==> src/rtl/lut_logic_eval_if.sv <==
// Bus bundle for lut_logic_eval: evaluation operands/results and the serial config port.
// The DUT attaches through the slave modport; the driver side uses master.
interface lut_logic_eval_if #(
   parameter int K  = 3,
   parameter int CH = 2
);
   localparam int CW = (CH > 1) ? $clog2(CH) : 1;

   logic              in_valid;
   logic [CH*K-1:0]   in_vec;
   logic              out_valid;
   logic [CH-1:0]     out_f;
   logic              cfg_start;
   logic [CW-1:0]     cfg_ch;
   logic              cfg_bit_valid;
   logic              cfg_bit;
   logic              cfg_busy;
   logic              cfg_done;
   logic              cfg_err;

   modport master (
      output in_valid, in_vec, cfg_start, cfg_ch, cfg_bit_valid, cfg_bit,
      input  out_valid, out_f, cfg_busy, cfg_done, cfg_err
   );

   modport slave (
      input  in_valid, in_vec, cfg_start, cfg_ch, cfg_bit_valid, cfg_bit,
      output out_valid, out_f, cfg_busy, cfg_done, cfg_err
   );
endinterface

==> src/rtl/lut_logic_eval.sv <==
// CH independent K-input registered LUTs with a serial, shadow-buffered table loader.
// A new table is only written in the single COMMIT cycle, so lookups never see a partial table.
module lut_logic_eval #(
   parameter int                  K    = 3,
   parameter int                  CH   = 2,
   parameter logic [(2**K)-1:0]   INIT = 8'h8F
) (
   input logic              clk,
   input logic              rst,
   lut_logic_eval_if.slave  bus
);
   localparam int N  = 2**K;
   localparam int CW = (CH > 1) ? $clog2(CH) : 1;
   localparam logic [CW:0] CH_LIM   = (CW+1)'(CH);
   localparam logic [K:0]  CNT_LAST = (K+1)'(N-1);

   typedef enum logic [1:0] {
      IDLE   = 2'd0,
      SHIFT  = 2'd1,
      COMMIT = 2'd2
   } state_t;

   state_t          state_q, state_d;
   logic [K:0]      cnt_q, cnt_d;
   logic [N-1:0]    shadow_q, shadow_d;
   logic [CW-1:0]   ch_q, ch_d;
   logic            cfg_err_q, cfg_err_d;
   logic            out_valid_q, out_valid_d;
   logic [CH-1:0]   out_f_q, out_f_d;
   logic            ch_ok;

   assign ch_ok = ({1'b0, bus.cfg_ch} < CH_LIM);

   // ---------------- config FSM ----------------
   always_ff @(posedge clk or posedge rst) begin
      if (rst) begin
         state_q   <= IDLE;
         cnt_q     <= '0;
         shadow_q  <= '0;
         ch_q      <= '0;
         cfg_err_q <= 1'b0;
      end else begin
         state_q   <= state_d;
         cnt_q     <= cnt_d;
         shadow_q  <= shadow_d;
         ch_q      <= ch_d;
         cfg_err_q <= cfg_err_d;
      end
   end

   always_comb begin
      state_d   = state_q;
      cnt_d     = cnt_q;
      shadow_d  = shadow_q;
      ch_d      = ch_q;
      cfg_err_d = 1'b0;
      case (state_q)
         IDLE: begin
            if (bus.cfg_start) begin
               if (ch_ok) begin
                  ch_d     = bus.cfg_ch;
                  cnt_d    = '0;
                  shadow_d = '0;
                  state_d  = SHIFT;
               end else begin
                  cfg_err_d = 1'b1;
               end
            end
         end
         SHIFT: begin
            // cfg_start is deliberately ignored here: a load cannot be restarted
            if (bus.cfg_bit_valid) begin
               shadow_d[cnt_q[K-1:0]] = bus.cfg_bit;
               cnt_d                  = cnt_q + 1'b1;
               if (cnt_q == CNT_LAST) begin
                  state_d = COMMIT;
               end
            end
         end
         COMMIT: begin
            state_d = IDLE;
         end
         default: begin
            state_d = IDLE;
         end
      endcase
   end

   // ---------------- per-channel tables and lookup ----------------
   genvar gi;
   generate
      for (gi = 0; gi < CH; gi++) begin : g_ch
         logic [N-1:0] tbl_q, tbl_d;

         always_comb begin
            tbl_d = tbl_q;
            if (state_q == COMMIT && ch_q == CW'(gi)) begin
               tbl_d = shadow_q;
            end
         end

         always_ff @(posedge clk or posedge rst) begin
            if (rst) begin
               tbl_q <= INIT;
            end else begin
               tbl_q <= tbl_d;
            end
         end

         // Lookup reads tbl_q, so a sample taken during COMMIT still sees the old table
         assign out_f_d[gi] = bus.in_valid ? tbl_q[bus.in_vec[gi*K +: K]] : out_f_q[gi];
      end
   endgenerate

   assign out_valid_d = bus.in_valid;

   always_ff @(posedge clk or posedge rst) begin
      if (rst) begin
         out_valid_q <= 1'b0;
         out_f_q     <= '0;
      end else begin
         out_valid_q <= out_valid_d;
         out_f_q     <= out_f_d;
      end
   end

   assign bus.out_valid = out_valid_q;
   assign bus.out_f     = out_f_q;
   assign bus.cfg_busy  = (state_q != IDLE);
   assign bus.cfg_done  = (state_q == COMMIT);
   assign bus.cfg_err   = cfg_err_q;
endmodule

==> src/flat_wrapper.sv <==
// flat-port wrapper written by rule: the top's interface ports become plain ports
module lut_logic_eval_flat 
#(
   parameter int                  K    = 3,
   parameter int                  CH   = 2,
   parameter logic [(2**K)-1:0]   INIT = 8'h8F
)
  (clk, rst, bus_in_valid, bus_in_vec, bus_cfg_start, bus_cfg_ch, bus_cfg_bit_valid, bus_cfg_bit, bus_out_valid, bus_out_f, bus_cfg_busy, bus_cfg_done, bus_cfg_err);
  lut_logic_eval_if #(.K(K), .CH(CH)) bus_i ();
  input logic clk;
  input logic rst;
  input wire logic [$bits(bus_i.in_valid)-1:0] bus_in_valid;
  input wire logic [$bits(bus_i.in_vec)-1:0] bus_in_vec;
  input wire logic [$bits(bus_i.cfg_start)-1:0] bus_cfg_start;
  input wire logic [$bits(bus_i.cfg_ch)-1:0] bus_cfg_ch;
  input wire logic [$bits(bus_i.cfg_bit_valid)-1:0] bus_cfg_bit_valid;
  input wire logic [$bits(bus_i.cfg_bit)-1:0] bus_cfg_bit;
  output wire logic [$bits(bus_i.out_valid)-1:0] bus_out_valid;
  output wire logic [$bits(bus_i.out_f)-1:0] bus_out_f;
  output wire logic [$bits(bus_i.cfg_busy)-1:0] bus_cfg_busy;
  output wire logic [$bits(bus_i.cfg_done)-1:0] bus_cfg_done;
  output wire logic [$bits(bus_i.cfg_err)-1:0] bus_cfg_err;
  assign bus_i.in_valid = bus_in_valid;
  assign bus_i.in_vec = bus_in_vec;
  assign bus_i.cfg_start = bus_cfg_start;
  assign bus_i.cfg_ch = bus_cfg_ch;
  assign bus_i.cfg_bit_valid = bus_cfg_bit_valid;
  assign bus_i.cfg_bit = bus_cfg_bit;
  assign bus_out_valid = bus_i.out_valid;
  assign bus_out_f = bus_i.out_f;
  assign bus_cfg_busy = bus_i.cfg_busy;
  assign bus_cfg_done = bus_i.cfg_done;
  assign bus_cfg_err = bus_i.cfg_err;
  lut_logic_eval #(.K(K), .CH(CH), .INIT(INIT)) u_core (.clk(clk), .rst(rst), .bus(bus_i));
endmodule
==> config.mk <==
export PLATFORM = sky130hd
export DESIGN_NAME = lut_logic_eval_flat
export DESIGN_NICKNAME = d
export VERILOG_FILES = /design/src/rtl/lut_logic_eval_if.sv /design/src/rtl/lut_logic_eval.sv /design/src/flat_wrapper.sv
export SDC_FILE = /design/constraint.sdc
export NUM_CORES = 1
export LEC_CHECK = 0
export CORE_ASPECT_RATIO = 0.8
export CORE_MARGIN = 5
export CORE_UTILIZATION = 39
export DETAILED_ROUTE_END_ITERATION = 8
export GPL_TIMING_DRIVEN = 1
export PLACE_DENSITY_LB_ADDON = 0.3
export SLEW_MARGIN = 20
export SYNTH_ARGS = -nofsm -noshare
export SYNTH_HDL_FRONTEND = slang
export SYNTH_SLANG_ARGS = --single-unit
==> constraint.sdc <==
create_clock -name clk -period 3.2 [get_ports clk]
set_clock_uncertainty 0.2 [all_clocks]
set_input_delay 0.64 -clock clk [delete_from_list [all_inputs] [get_ports clk]]
set_output_delay 0.64 -clock clk [all_outputs]
set_load 0.01 [all_outputs]
Word-level counts from Yosys, hierarchy flattened
Cells that the tools add are included.
Storage, ports and cells
  bits of input ports: 13
  bits in registers: 34
  logic and storage cells: 46
  output and inout bits: 6
Operators by class
  eq/ne operators: 6
  reduce and logical (&&, ||, !) cells: 9
  $add $sub $neg: 1
  bitwise logic cells: 1
  muxes and demuxes: 17
  $lt $le $gt $ge: 4
Operator list (number)
  8-bit 2-to-1 mux: 2
  8-bit case mux with 2 select lines: 1
  3-bit by 4-bit less-than comparator with 1-bit output, second input constant: 3
  8-bit bitwise mux: 1
  4-bit 2-to-1 mux: 2
  4-bit case mux with 2 select lines: 1
  1-bit binary-select mux with 3-bit select: 2
  2-bit 2-to-1 mux: 3
  3-bit AND reduction: 2
  4-bit by 1-bit adder with 4-bit output, second input constant: 1
  4-bit by 3-bit equality test with 1-bit output, second input constant: 1
  2-bit != test, second input constant: 2
  2-bit case mux with 2 select lines: 1
  2-bit nonzero test: 2
  1-bit demux with 3-bit select: 1
  3-bit by 1-bit >= comparator with 1-bit output, second input constant: 1
  1-bit logical AND: 3
  1-bit 2-to-1 mux: 3
  2-bit by 1-bit equality test with 1-bit output, second input constant: 1
  2-bit equality test, second input constant: 1
  2-bit logical NOT: 1
  2-bit by 1-bit != test with 1-bit output, second input constant: 1
  2-bit AND reduction: 1
  1-bit inverter: 1

Depth between registers and ports, before layout
  depth in word-level cells: 7
  mapped depth: 6

Worst setup path before layout
OpenSTA, ideal clock, no wires.
  kind: input port to flip-flop
  start point: input port bus_cfg_start
  end point: register u_core.shadow_q[0]
  data required time: 2918 ps
  arrival time: 1644 ps
  path slack: 1274 ps
  cell stages on the path: 4
  cell sequence: or3b_1 buf_6 a2111oi_2 mux2i_1
Between the ends
  longest elaborated chain between the ends: 2
RTL lines
  from (decl): line flat_wrapper.sv:14  | input wire logic [$bits(bus_i.cfg_start)-1:0] bus_cfg_start;
  2-bit != test (no source line)
  3-bit AND reduction (no source line)
  to (signal assigned): line lut_logic_eval.sv:45  | shadow_q <= shadow_d;
  to (decl): line lut_logic_eval.sv:25  | logic [N-1:0] shadow_q, shadow_d;
No other way between the ends.
A chain may end at the register's enable or synchronous reset.

Worst setup path in the final report
  start point: register u_core.state_q[0]
  end point: output port bus_cfg_busy
Between the ends
  longest elaborated chain between the ends: 1
RTL lines
  from (decl): line lut_logic_eval.sv:23  | state_t state_q, state_d;
  from (signal assigned): line lut_logic_eval.sv:43  | state_q <= state_d;
  2-bit nonzero test: line lut_logic_eval.sv:129  | assign bus.cfg_busy = (state_q != IDLE);
  to (decl): line flat_wrapper.sv:20  | output wire logic [$bits(bus_i.cfg_busy)-1:0] bus_cfg_busy;
No other way between the ends.

==> impl_metrics.env <==
export IMPL_status="finished, final reports clean"
export IMPL_pin_count=19
export IMPL_multi_input_area_um2=717
export IMPL_cellPowerDensity_nw_per_um2=752
export IMPL_max_freq_mhz=417
export IMPL_antenna_cells=0
export IMPL_tightest_slew_ns=0.735
export IMPL_h_tree_depth=2
export IMPL_crit_type="reg2out"
export IMPL_cts_setup_buffers=0
export IMPL_vias=1033
export IMPL_yosys_area_top_type="dfrtp_1"
export IMPL_clkTransAtPathRegs_ns=0.08
export IMPL_final_cell_mix="dfrtp_1 (24), mux2i_1 (18), clkdlybuf4s50_1 (17), mux2_2 (16), nand2_1 (13)"
export IMPL_worstPathArrival_ns=1.56
export IMPL_cts_hold_buffers=0
export IMPL_critPathMaxFanout=9
export IMPL_seqPwrFrac_pct=45.2
export IMPL_critPathLaunchType="flop"
export IMPL_wl_per_cell_um=15.6
export IMPL_fin_crit_sh_pct=75.0
export IMPL_worst_endpoint_required_ns=2.36
export IMPL_row_count=21
export IMPL_die_area_um2=5650
export IMPL_period_needed_ns=2.40
export IMPL_synth_yosys_seq_area_share_pct=52.2
export IMPL_max_clock_path_buffers=2
export IMPL_drt_iter0_drc=61
export IMPL_antenna_found_initial=0
export IMPL_syn_num_nets=143
export IMPL_tns_ns=0
export IMPL_fp_dieW_um=82.8
export IMPL_drt_first_pass_iters=4
export IMPL_die_h_um=68.2
export IMPL_synthDistinctLibCells=31
export IMPL_hold_violations=0
export IMPL_cts_buffers=5
export IMPL_overflow=0
export IMPL_register_area_um2=863
export IMPL_grt_usage_pct=13.1
export IMPL_synth_area_leaders="dfrtp_1 (36%), dfstp_2 (16%), mux2i_1 (11%), mux2_2 (11%), nand2_1 (3.0%)"
export IMPL_hp_class="reg2reg"
export IMPL_via_per_inst=5.09
export IMPL_slew_violations=0
export IMPL_initial_core_util_pct=39.8
export IMPL_fillers=402
export IMPL_synth_cells=129
export IMPL_drcViolationCount=0
export IMPL_cts_resized=0
export IMPL_cts_root_buf="clkbuf_8"
export IMPL_place_congestion=0.816
export IMPL_worstPathCellList="or2_2 > clkdlybuf4s50_1"
export IMPL_core_area_um2=4150
export IMPL_cts_sinks=34
export IMPL_nets=159
export IMPL_switchingPower_mw=0.474
export IMPL_ys_seq_elements=34
export IMPL_combPwrFrac_pct=22.9
export IMPL_ir_drop_uv=396
export IMPL_hpwlAfterDp_um=2250
export IMPL_wl_um=3170
export IMPL_drtAntennaViolNets=0
export IMPL_setup_viol=0
export IMPL_synth_area_um2=1650
export IMPL_cp_end_kind="primary output"
export IMPL_area_growth_pct=20.1
export IMPL_rsz0062_at_grt="no"
export IMPL_slew_headroom_pct=50.9
export IMPL_synth_top_area_share_pct=36.3
export IMPL_portBuffers=17
export IMPL_grt_start_max_net_pins=35
export IMPL_ys_warn_count=0
export IMPL_final_area_um2=1990
export IMPL_drive_gt1_share_pct=28.8
export IMPL_p_clk_share_pct=31.9
export IMPL_cts_tree="yes"
export IMPL_syn_avg_cell_area_um2=12.8
export IMPL_power_mw=1.49
export IMPL_grt_pass1_vias=1108
export IMPL_slowest_stage="clkdlybuf4s50_1"
export IMPL_internal_power_mw=1.02
export IMPL_grt_first_pass_wirelength_um=5390
export IMPL_maxCapViolCount=0
export IMPL_slowest_delay_ns=0.48
export IMPL_p_leak_nw=0.857
export IMPL_swShare_pct=31.7
export IMPL_placed_area_um2=1850
export IMPL_layout_commonest_cell="dfrtp_1"
export IMPL_clk_latency_ns=0.29
cell usage after synthesis:
master,number
a2111oi_2,3
a2111oi_4,1
a21o_1,1
a21oi_1,2
a32o_1,1
and3b_1,1
buf_2,1
buf_4,1
buf_6,2
clkbuf_1,5
conb_1,1
dfrtp_1,24
dfstp_2,10
ha_1,1
inv_1,5
mux2_2,16
mux2i_1,18
mux4_2,2
nand2_1,13
nand2b_1,1
nand3_1,2
nand3b_1,2
nand4b_1,1
nor2_1,3
nor2b_1,2
nor3b_1,2
o2111ai_1,3
o211ai_1,1
o21ai_0,2
or2_2,1
or3b_1,1
power groups by stage:
stage	combinational (mW)	sequential [mW]	clock [mW]
global placement	0.330	0.679	0
detailed placement	0.339	0.686	0
finish	0.342	0.676	0.476
CTS	0.346	0.678	0.482
floorplan	0.305	0.615	0
global route	0.383	0.696	0.501
final cells by class:
cell class | count | share of cell area (%)
sequential | 34 | 43.5
multi-input combinational | 81 | 36.1
timing repair buffer | 18 | 8.95
tap | 57 | 3.59
clock buffer | 5 | 3.47
clock inverter | 3 | 3.47
inverter | 5 | 0.945
metal layers:
| metal | up-vias | part of all wire [%] | global-route usage, % |
|---|---|---|---|
| met5 | - | 0 | 0 |
| met4 | 0 | 1.6 | 4.90 |
| met3 | 8 | 4.1 | 3.68 |
| met2 | 16 | 48 | 20.8 |
| met1 | 517 | 46 | 17.0 |
| li1 | 492 | - | - |
critical path: cells and delay by family (launching register included):
family                 cells  cell delay [ns]
buffers and inverters      1             0.48
DFF                        1             0.47
and+or+nand+nor            1             0.32
flip-flops by register name (all words and copies together), names as in the netlist:
| register | count |
|---|---|
| u_core.state_q | 2 |
| u_core.bus.out_f | 2 |
| u_core.shadow_q | 8 |
| u_core.cnt_q | 4 |
| u_core.ch_q | 1 |
| u_core.g_ch.tbl_q | 16 |
| u_core.bus.out_valid | 1 |
logic make-up (layout without fill, tap and decap cells):
family | count (synthesis) | count (layout) | share of synthesized area, %
other cells | 1 | 1 | 0.227
mux | 36 | 36 | 24.5
buf+inv | 14 | 31 | 4.39
simple gates | 29 | 29 | 9.16
compound gates | 14 | 14 | 8.71
fa+ha+maj | 1 | 1 | 0.757
flops | 34 | 34 | 52.2
through the flow:
step | std cells | utilization [%] | hold slack [ns] | setup slack, ns
final | 203 | 47.8 | 0.302 | 0.801
after global routing | 203 | 47.8 | 0.320 | 0.720
after CTS | 203 | 47.8 | 0.298 | 0.789
after detailed placement | 195 | 44.5 | 0.283 | 0.499
after global placement | 195 | 44.5 | 0.287 | 0.557
after floorplan | 129 | - | 0.249 | 1.27
final timing paths:
| check | start | to | slack (ns) | cells after the start |
|---|---|---|---|---|
| max | u_core.state_q[0] | bus_cfg_busy | 0.80 | 2 |
| min | u_core.cnt_q[3] | u_core.cnt_q[3] | 0.30 | 1 |
| max reg2reg | u_core.state_q[0] | u_core.shadow_q[6] | 1.12 | 3 |
| min reg2reg | u_core.cnt_q[3] | u_core.cnt_q[3] | 0.30 | 1 |
| max in group asynchronous | rst | u_core.g_ch[0].tbl_q[7] | 1.91 | 3 |
| min in group asynchronous | rst | u_core.ch_q | 0.54 | 3 |
No activity file was read; power rests on OpenSTA's default activity.
